File: src/rtl/fetch_stage.sv
`default_nettype none
// ============================================================================
// Module      : fetch_stage
// Description : Instruction-fetch stage of the 16-bit core. Owns the program
//               counter, presents it to an async-read instruction memory and
//               registers the returned word into the IF/ID pipeline register.
//               Supports decode stalls, execute redirects and a halt state.
// Ports       : clk, reset          - clock, synchronous active-high reset
//               imem_addr/imem_data - instruction memory (0-cycle read)
//               stall               - hold PC and IF/ID
//               redirect_valid/pc   - control-transfer target from execute
//               halt_req            - stop fetching
//               ifid_*              - IF/ID pipeline register contents
//               halted              - fetch is in the HALTED state
//               fetch_count         - instructions delivered into IF/ID (wraps)
// Revision    : 1.0 - initial release
// ============================================================================
module fetch_stage #(
    parameter int                ADDR_W   = 10,
    parameter int                DATA_W   = 16,
    parameter logic [ADDR_W-1:0] RESET_PC = '0
) (
    input  logic              clk,
    input  logic              reset,
    output logic [ADDR_W-1:0] imem_addr,
    input  logic [DATA_W-1:0] imem_data,
    input  logic              stall,
    input  logic              redirect_valid,
    input  logic [ADDR_W-1:0] redirect_pc,
    input  logic              halt_req,
    output logic              ifid_valid,
    output logic [DATA_W-1:0] ifid_instr,
    output logic [ADDR_W-1:0] ifid_pc,
    output logic [ADDR_W-1:0] ifid_pc_plus1,
    output logic              halted,
    output logic [15:0]       fetch_count
);

    typedef enum logic [0:0] {
        ST_RUN    = 1'b0,
        ST_HALTED = 1'b1
    } state_t;

    localparam logic [ADDR_W-1:0] c_pc_one  = {{(ADDR_W-1){1'b0}}, 1'b1};
    localparam logic [15:0]       c_cnt_one = 16'd1;

    state_t              r_state,      w_state_nxt;
    logic [ADDR_W-1:0]   r_pc,         w_pc_nxt;
    logic                r_valid,      w_valid_nxt;
    logic [DATA_W-1:0]   r_instr,      w_instr_nxt;
    logic [ADDR_W-1:0]   r_ifid_pc,    w_ifid_pc_nxt;
    logic [ADDR_W-1:0]   r_ifid_pc1,   w_ifid_pc1_nxt;
    logic [15:0]         r_count,      w_count_nxt;
    logic [ADDR_W-1:0]   w_pc_inc;

    // Address width arithmetic: the last word wraps back to word 0.
    assign w_pc_inc = r_pc + c_pc_one;

    always_ff @(posedge clk) begin
        if (reset) begin
            r_state    <= ST_RUN;
            r_pc       <= RESET_PC;
            r_valid    <= 1'b0;
            r_instr    <= '0;
            r_ifid_pc  <= '0;
            r_ifid_pc1 <= '0;
            r_count    <= '0;
        end else begin
            r_state    <= w_state_nxt;
            r_pc       <= w_pc_nxt;
            r_valid    <= w_valid_nxt;
            r_instr    <= w_instr_nxt;
            r_ifid_pc  <= w_ifid_pc_nxt;
            r_ifid_pc1 <= w_ifid_pc1_nxt;
            r_count    <= w_count_nxt;
        end
    end

    // Priority: redirect > (halted) > stall > halt_req > normal fetch.
    always_comb begin
        w_state_nxt    = r_state;
        w_pc_nxt       = r_pc;
        w_valid_nxt    = r_valid;
        w_instr_nxt    = r_instr;
        w_ifid_pc_nxt  = r_ifid_pc;
        w_ifid_pc1_nxt = r_ifid_pc1;
        w_count_nxt    = r_count;

        if (redirect_valid) begin
            // The word fetched this cycle is on the wrong path: squash to a NOP.
            w_state_nxt = ST_RUN;
            w_pc_nxt    = redirect_pc;
            w_valid_nxt = 1'b0;
            w_instr_nxt = '0;
        end else if (r_state == ST_HALTED) begin
            // Frozen; stall and halt_req have no effect here.
            w_valid_nxt = 1'b0;
        end else if (stall) begin
            // Hold everything (defaults).
        end else if (halt_req) begin
            w_state_nxt = ST_HALTED;
            w_valid_nxt = 1'b0;
            w_instr_nxt = '0;
        end else begin
            w_pc_nxt       = w_pc_inc;
            w_valid_nxt    = 1'b1;
            w_instr_nxt    = imem_data;
            w_ifid_pc_nxt  = r_pc;
            w_ifid_pc1_nxt = w_pc_inc;
            w_count_nxt    = r_count + c_cnt_one;
        end
    end

    assign imem_addr     = r_pc;
    assign ifid_valid    = r_valid;
    assign ifid_instr    = r_instr;
    assign ifid_pc       = r_ifid_pc;
    assign ifid_pc_plus1 = r_ifid_pc1;
    assign halted        = (r_state == ST_HALTED);
    assign fetch_count   = r_count;

endmodule
`default_nettype wire

File: config.mk
export PLATFORM = sky130hd
export DESIGN_NAME = fetch_stage
export DESIGN_NICKNAME = d
export VERILOG_FILES = /design/src/rtl/fetch_stage.sv
export SDC_FILE = /design/constraint.sdc
export NUM_CORES = 1
export LEC_CHECK = 0
export CELL_PAD_IN_SITES_DETAIL_PLACEMENT = 1
export CELL_PAD_IN_SITES_GLOBAL_PLACEMENT = 1
export CORE_MARGIN = 5
export CORE_UTILIZATION = 35
export DETAILED_ROUTE_END_ITERATION = 10
export PLACE_DENSITY_LB_ADDON = 0.3
export SYNTH_ARGS = -nofsm -noshare
export SYNTH_HDL_FRONTEND = slang
export SYNTH_SLANG_ARGS = --single-unit
File: constraint.sdc
create_clock -name clk -period 5.1 [get_ports clk]
set_input_delay 1.275 -clock clk [delete_from_list [all_inputs] [get_ports clk]]
set_output_delay 1.275 -clock clk [all_outputs]
set_load 0.005 [all_outputs]
==> results of run 1 <==
## flip-flops by register name, indices dropped and copies added, names as in the netlist
| register | count |
|---|---|
| fetch_count | 16 |
| halted | 1 |
| ifid_instr | 16 |
| ifid_pc | 10 |
| imem_addr | 10 |
| ifid_pc_plus1 | 10 |
| ifid_valid | 1 |
## worst max-delay path, delay by kind of cell
kind | cells | cell delay, ns
compound gates | 1 | 0.13
simple gates | 3 | 1.73
buf+inv | 2 | 0.60
## power groups by stage
stage	registers, W	logic, W	clock network, W
floorplan	0.000539	0.0000550	0
global placement	0.000542	0.000117	0
detailed placement	0.000543	0.000118	0
CTS	0.000531	0.000119	0.000386
global route	0.000534	0.000129	0.000407
finish	0.000531	0.000117	0.000370
## worst paths after layout
path                     end  depth (start not counted)  slack [ns]
max          fetch_count[11]                          6        1.61
min            ifid_instr[2]                          2        0.45
max reg2reg  fetch_count[11]                          4        2.87
min reg2reg    ifid_instr[2]                          2        0.45
## stage by stage
stage	hold slack [ns]	total power (W)	setup WS [ns]
after floorplan	0.448	0.000594	2.28
after global placement	0.437	0.000659	1.25
after global routing	0.478	0.00107	1.47
after CTS	0.457	0.00104	1.61
after detailed placement	0.447	0.000661	1.26
final	0.454	0.00102	1.61
## layout make-up
| class | count | area [um^2] |
|---|---|---|
| fill | 950 | 3810 |
| multi-input combinational | 239 | 1400 |
| sequential | 64 | 1280 |
| timing repair buffer | 97 | 958 |
| clock buffer | 10 | 128 |
| tap | 102 | 128 |
| clock inverter | 6 | 36.3 |
| inverter | 6 | 22.5 |
## per-layer routing
metal	vias up	part of all wire [%]
met5	-	0
met4	0	1.1
met3	8	8.4
met2	72	45
met1	1210	45
li1	1306	-
## cells in the final DEF (no fill, tap or decap), types with 2 or more instances in the layout
master and instances:
a211oi_1 6, a21o_1 2, a21oi_1 41, and2_1 2
and3_1 3, and4_1 3, buf_4 3, clkbuf_8 9
clkdlybuf4s50_1 93, clkinv_2 4, dfxtp_1 64, ha_1 2
inv_1 6, mux2_2 3, mux2i_1 3, nand2_1 49
nand3_1 9, nand3b_1 16, nand4_1 9, nor2_1 31
nor2b_1 2, nor3_1 3, nor4_1 2, o21a_1 6
o21ai_0 6, or2_2 2, or3_1 8, xnor2_1 11
xor2_1 12
## cell families after synthesis
kind of cell	count (synthesis)	synth area share [%]
compound gates	64	13.2
xor+xnor	23	7.21
fa+ha+maj	2	0.896
buf+inv	30	4.34
flops	64	45.9
mux	6	2.28
simple gates	144	26.2
==> metrics, run 1 <==
top post-synthesis cells by area dfxtp_1, a21oi_1, nand2_1; syn nets 366; Tot GR Track Use 16.0%; final routed DRC violation total 0; CP max stage delay 0.88 ns; synth warn 0; CP max FO 21; port bufs 94; fin cells 524; final core occ 50.9%; PwrDens 258 nW/um^2; status complete, no violations; fin crit period 3.49 ns; total wire length 7.74 mm; Die Wd 99.3 um; fin nets 450; DR iter-0 viols 91; maxcap violations 0; Die H 99.3 um; first-pass GRT wire length 12.8 mm; Clock Path Buffers 2; Synth top cells by count dfxtp_1, nand2_1, a21oi_1, nor2_1, clkbuf_1; placed inst area 3790 um^2; Final Hold Viols 0; initial antenna violation count 0; vias in the first global route 2635; Seq pwr share 52.2%; clock-pin slew on the worst setup and hold paths 0.07 ns; # hold bufs at CTS 0; Psw 0.000265 W; cell type with the largest total area after synthesis dfxtp_1; Clk Latency, worst-skew pair 0.34 ns; Least-Margin Pin Slew 1.03 ns; Final period util 68.4%; Top cell by count, worst path or3_1; count leader, synth dfxtp_1; Hold WC Path Type reg -> reg; Logic pwr share 11.5%; cell area after synthesis 2790 um^2; max frequency 287 MHz; Async SR Flop Fraction 0%; Worst VDD drop 116 uV; via count 2596; Syn Area/Cell 8.39 um^2; worst reg2reg path startpoint halted; Placer Congestion 0.741; critical path class in -> reg; I/O Pins 95; number of synthesized flops with an enable pin 0; Initial Util 36.0%; # setup viols final 0; placed instance count 508; CP Capture Type flop; Inserted Clock Buffers 9; gr busiest metal met2; switching share of power 26.0%; Cell Chain, Critical Path clkdlybuf4s50_1 > buf_4 > or4_1 > or3_1 > or3_1 > a21oi_1; post-CTS sizing 0; sequential area share after synthesis 45.9%; area grow syn2layout 41.5%; largest net degree at the start of global routing 52; Netlist cell types 37; GRT met3 Usage 7.22%; final setup TNS 0 ns; share of layout cells above drive strength 1 6.40%; Post-DP HPWL 5.59 mm; post-synthesis instance total 333; CTS tree yes; critical path startpoint category input port; grt met2 use 25.8%; vias per inst 4.95; #FFs+latches synth 64; RSZ-0062 raised after global routing no; Max H-tree Level 3; Core Area 7770 um^2; Post-CTS Setup Bufs 0; num rows 32; Max-slew headroom 30.8%; P_int 0.000754 W; part of the power in the clock network 36.4%; final instance area 3950 um^2; clk sinks 64; Yosys top cell area share 45.9%; fin. max-slew vios 0; antenna viol nets, final 0; Root Buffer clkbuf_8; hold path start ifid_instr[2]; Top FF cell, synth dfxtp_1; mean routed wirelength per cell 14.8 um; Worst setup startpoint redirect_valid; Pleak 1.38 nW; n_diodes 0; 1st-pass router iterations 4; slowest CP cell or4_1; Worst EP arrival 3.75 ns; grt ovf 0; WP data required 5.36 ns; Die ar. 9870 um^2; GR Layer Usage met1 19.3%; clock skew 0.0112 ns
Power figures use the tool's default switching activity.
==> run 2, diff against run 1 <==
Settings changed: CORE_UTILIZATION 35 to 33.
Clock period 5.1 ns to 3.34 ns, I/O delays scaled along.
==> run 2 against run 1 <==
Register-to-register slack worse by 1.5 ns. Wire length up 8.6%. Sequential share of layout area down 0.67 points. Clock power up 88%. Setup slack worse by 0.86 ns. Count of clock-buffer cells in the layout up 1.
==> metrics, run 2 (synthesis results as in run 1) <==
slowest CP cell or4_1 (unchanged); cell family with most CP delay simple AND/OR/NAND/NOR gates (unchanged); Tot GR Track Use 16.6% (was 16.0%); Final Hold Viols 0 (unchanged); Clk Latency, worst-skew pair 0.34 ns (about the same); antenna viol nets, final 0 (unchanged); port bufs 94 (unchanged); Placer Congestion 0.733 (was 0.741); CP Buf/Inv Count 2 (unchanged); WP data required 3.58 ns (was 5.36 ns); I/O Pins 95 (unchanged); Pleak 1.42 nW (was 1.38 nW); vias per inst 4.97 (was 4.95); num rows 33 (was 32); final setup margin 0.754 ns (was 1.61 ns); Root Buffer clkbuf_8 (unchanged); Least-Margin Pin Slew 0.463 ns (was 1.03 ns); maxcap violations 0 (unchanged); commonest non-fill, non-tap cell in the layout clkdlybuf4s50_1 (unchanged); CP Capture Type flop (unchanged); Die Wd 102 um (was 99.3 um); Core Area 8220 um^2 (was 7770 um^2); most frequent cells in the layout clkdlybuf4s50_1, dfxtp_1, nand2_1 (unchanged); 1st-pass router iterations 4 (unchanged); Max H-tree Level 3 (unchanged); Cell Chain, Critical Path clkdlybuf4s50_1 > or4_1 > buf_4 > nor3_4 > nand4_1 > mux2_2 (was clkdlybuf4s50_1 > buf_4 > or4_1 > or3_1 > or3_1 > a21oi_1); largest net degree at the start of global routing 28 (was 52); critical path class in -> reg (unchanged); final routed DRC violation total 0 (unchanged); Post-CTS Setup Bufs 0 (unchanged); fin. max-slew vios 0 (unchanged); Inserted Clock Buffers 9 (unchanged); Die ar. 10400 um^2 (was 9870 um^2); final setup TNS 0 ns (unchanged); Die H 102 um (was 99.3 um); DR iter-0 viols 71 (was 91); area grow syn2layout 44.5% (was 41.5%); first-pass GRT wire length 13.6 mm (was 12.8 mm); Initial Util 34.0% (was 36.0%); CP max stage delay 0.66 ns (was 0.88 ns); grt ovf 0 (unchanged); max frequency 387 MHz; # hold bufs at CTS 0 (unchanged); CP Depth 6 (unchanged); vias in the first global route 2742 (was 2635); RSZ-0062 raised after global routing no (unchanged); clock skew 0.00781 ns (was 0.0112 ns); PwrDens 419 nW/um^2 (was 258 nW/um^2); CP max FO 15 (was 21); total wire length 8.41 mm (was 7.74 mm); Worst VDD drop 163 uV (was 116 uV); Max-slew headroom 68.9% (was 30.8%); Worst EP arrival 2.82 ns (was 3.75 ns); fin nets 455 (was 450); # setup viols final 0 (unchanged); Final period util 77.4%; fin crit period 2.59 ns; mean routed wirelength per cell 15.8 um (was 14.8 um); clock-pin slew on the worst setup and hold paths 0.07 ns (about the same); share of layout cells above drive strength 1 7.73% (was 6.40%); Clock Path Buffers 2 (unchanged); Post-DP HPWL 6.12 mm (was 5.59 mm); via count 2645 (was 2596); Post-Place Setup Slack 0.366 ns (was 1.26 ns); clk sinks 64 (unchanged); initial antenna violation count 0 (unchanged); R2R cell count 5 (was 4); Hold WC Path Type reg -> reg (unchanged); status complete, no violations (unchanged); Hold Path Stages 2 (unchanged); post-CTS sizing 0 (unchanged); critical path startpoint category input port (unchanged); n_diodes 0 (unchanged); CTS tree yes (unchanged)
run 2: final timing paths:
path,end,slack [ns],startpoint
min,ifid_pc[2],0.46,ifid_pc[2]
max,fetch_count[15],0.75,stall
min reg2reg,ifid_pc[2],0.46,ifid_pc[2]
max reg2reg,fetch_count[15],1.33,halted
run 2: routing by layer:
layer | share of wire (%) | vias to the layer above | GRT usage, %
li1 | - | 1316 | -
met1 | 44 | 1247 | 20.4
met2 | 47 | 64 | 26.8
met3 | 6.8 | 18 | 5.32
met4 | 2.1 | 0 | 6.86
met5 | 0 | - | 0
run 2: worst reg2reg max path, delay by kind of cell, from the launching register on:
family                 cells  cell delay (ns)
DFF                        1             0.42
buffers and inverters      1             0.26
and+or+nand+nor            3             0.96
muxes                      1             0.28
run 2: through the flow:
step	cells	util, %	total power (W)	instance area, um^2	hold slack (ns)
6_report	532	49.1	0.00169	4040	0.461
5_1_grt	532	49.1	0.00177	4040	0.481
4_1_cts	532	49.1	0.00172	4040	0.462
3_5_place_dp	516	46.6	0.00102	3830	0.446
3_3_place_gp	516	46.6	0.00101	3830	0.438
2_1_floorplan	333	-	0.000906	2790	0.448
run 2: layout make-up:
class	instances	area [um^2]
clock buffers	11	151
clock inverters	5	55.1
fillers	941	4180
inverters	6	22.5
multi-input cells	239	1400
flip-flops and latches	64	1280
well taps	105	131
repair buffers	102	996
run 2: power breakdown:
part	switching (W)	total, W	internal, W
combinational	0.0000803	0.000185	0.000105
sequential	0.0000278	0.000813	0.000785
clock	0.000311	0.000694	0.000383
==> run 3, diff against run 2 <==
Clock period 3.34 ns to 2.67 ns, I/O delays scaled along.
==> run 3 against run 2 <==
Critical path depth down 1. Clock power up 17%. Register-to-register slack worse by 0.51 ns. Global-route usage down 0.20 points. Die area unchanged. Sequential share of layout area about the same. Setup slack worse by 0.36 ns. Final area about the same. Sequential power up 25%. Critical endpoint is now fetch_count[11]. Highest routed layer unchanged.
==> metrics, run 3 (synthesis results as in run 1) <==
status complete, no violations (unchanged); clock-pin slew on the worst setup and hold paths 0.07 ns (about the same); Pleak 1.43 nW (was 1.42 nW); grt met2 use 26.3% (was 26.8%); Post-CTS Setup Bufs 0 (unchanged); Seq pwr share 49.3% (was 48.0%); Psw 0.000500 W (was 0.000419 W); Inserted Clock Buffers 9 (unchanged); antenna viol nets, final 0 (unchanged); Die ar. 10400 um^2 (unchanged); Placer Congestion 0.694 (was 0.733); fin cells 534 (was 532); total wire length 8.28 mm (was 8.41 mm); n_diodes 0 (unchanged); I/O Pins 95 (unchanged); vias per inst 5.03 (was 4.97); P_int 0.00156 W (was 0.00127 W); final core occ 49.2% (was 49.1%); flip-flop and latch area 1280 um^2 (unchanged); placed inst area 3850 um^2 (was 3830 um^2); first-pass GRT wire length 13.5 mm (was 13.6 mm); max frequency 439 MHz; GRT met3 Usage 5.87% (was 5.32%); # setup viols final 0 (unchanged); final routed DRC violation total 0 (unchanged); initial antenna violation count 0 (unchanged); 1st-pass router iterations 4 (unchanged); grt ovf 0 (unchanged); area of the multi-input gates 1400 um^2 (unchanged); CP max stage delay 0.57 ns (was 0.66 ns); # hold bufs at CTS 0 (unchanged); CP Buf/Inv Count 1 (was 2); clock skew 0.00650 ns (was 0.00781 ns); placed instance count 519 (was 516); final setup TNS 0 ns (unchanged); Final Hold Viols 0 (unchanged); fin. max-slew vios 0 (unchanged); PwrDens 511 nW/um^2 (was 419 nW/um^2); fin nets 458 (was 455); Final period util 85.3%; GR Layer Usage met1 20.3% (was 20.4%); area grow syn2layout 44.6% (was 44.5%); critical path class in -> reg (unchanged); Tot GR Track Use 16.4% (was 16.6%); Max H-tree Level 3 (unchanged); RSZ-0062 raised after global routing no (unchanged); vias in the first global route 2701 (was 2742); cell family with most CP delay simple AND/OR/NAND/NOR gates (unchanged); critical path startpoint category input port (unchanged); Post-Place Setup Slack 0.0468 ns (was 0.366 ns); final instance area 4040 um^2 (about the same); fin crit period 2.28 ns; CP Capture Type flop (unchanged); Core Area 8220 um^2 (unchanged); gr busiest metal met2 (unchanged); switching share of power 24.2% (was 24.8%); Least-Margin Pin Slew 0.461 ns (was 0.463 ns); post-CTS sizing 0 (unchanged); largest net degree at the start of global routing 44 (was 28); most frequent cells in the layout clkdlybuf4s50_1, dfxtp_1, nand2_1 (unchanged); WP data required 2.94 ns (was 3.58 ns); slowest CP cell or4_1 (unchanged); FILL cells 974 (was 941); Clock Path Buffers 2 (unchanged); part of the power in the clock network 39.4% (was 41.0%); Hold WC Path Type reg -> reg (unchanged); Die Wd 102 um (unchanged); clk sinks 64 (unchanged); DR iter-0 viols 64 (was 71); Worst VDD drop 235 uV (was 163 uV); CP max FO 3 (was 15); Root Buffer clkbuf_8 (unchanged); commonest non-fill, non-tap cell in the layout clkdlybuf4s50_1 (unchanged); Cell Chain, Critical Path clkdlybuf4s50_1 > or4_1 > or3_1 > or3_1 > a21oi_1 (was clkdlybuf4s50_1 > or4_1 > buf_4 > nor3_4 > nand4_1 > mux2_2); Initial Util 34.0% (unchanged); Clk Latency, worst-skew pair 0.33 ns (was 0.34 ns); Top cell by count, worst path or3_1; final setup margin 0.392 ns (was 0.754 ns); Die H 102 um (unchanged); port bufs 94 (unchanged); Post-DP HPWL 6.08 mm (was 6.12 mm); maxcap violations 0 (unchanged); share of layout cells above drive strength 1 7.93% (was 7.73%); Max-slew headroom 69.3% (was 68.9%); via count 2684 (was 2645); Logic pwr share 11.4% (was 10.9%); mean routed wirelength per cell 15.5 um (was 15.8 um); CTS tree yes (unchanged); num rows 33 (unchanged); Worst EP arrival 2.54 ns (was 2.82 ns)
run 3: cell types whose count changed in the layout (fill, tap and decap cells not counted), sizes merged:
cell / delta
buf: +3
clkinvlp: -2
clkinv: +1
run 3: final cells by class:
| class | count | share of cell area, % |
|---|---|---|
| inverters | 6 | 0.557 |
| clock buffers | 11 | 3.50 |
| clock inverters | 4 | 1.11 |
| flip-flops and latches | 64 | 31.7 |
| well taps | 105 | 3.25 |
| repair buffers | 105 | 25.2 |
| multi-input cells | 239 | 34.7 |
run 3: power by group through the flow:
stage	Clock, W	Sequential (W)	Combinational (W)
final	0.000812	0.00102	0.000235
after global routing	0.000878	0.00102	0.000258
after CTS	0.000834	0.00102	0.000240
after detailed placement	0	0.00104	0.000238
after global placement	0	0.00104	0.000233
after floorplan	0	0.00103	0.000105
run 3: worst register-to-register path: cells and delay by family, from the launching register on:
family           cells  cell delay, ns
AND/OR/NAND/NOR      3            1.24
flip-flops           1            0.41
AO/OA/AOI/OAI        1            0.14
run 3: through the flow:
stage | total power, W | hold WS [ns]
global placement | 0.00127 | 0.439
finish | 0.00206 | 0.457
floorplan | 0.00113 | 0.448
global route | 0.00216 | 0.482
CTS | 0.00209 | 0.460
detailed placement | 0.00128 | 0.447
run 3: worst paths after layout:
path                                         to  depth (start not counted)  slack [ns]          start
worst max-delay path            fetch_count[11]                          5        0.39          stall
worst min-delay path              ifid_instr[2]                          2        0.46  ifid_instr[2]
worst max register to register  fetch_count[11]                          4        0.82         halted
worst min register to register    ifid_instr[2]                          2        0.46  ifid_instr[2]
run 3: layer usage:
layer / routed length (um) / part of all wire, % / vias up
li1: - / - / 1321
met1: 3640 / 44 / 1288
met2: 3900 / 47 / 67
met3: 633 / 7.6 / 8
met4: 106 / 1.3 / 0
met5: 0 / 0 / -
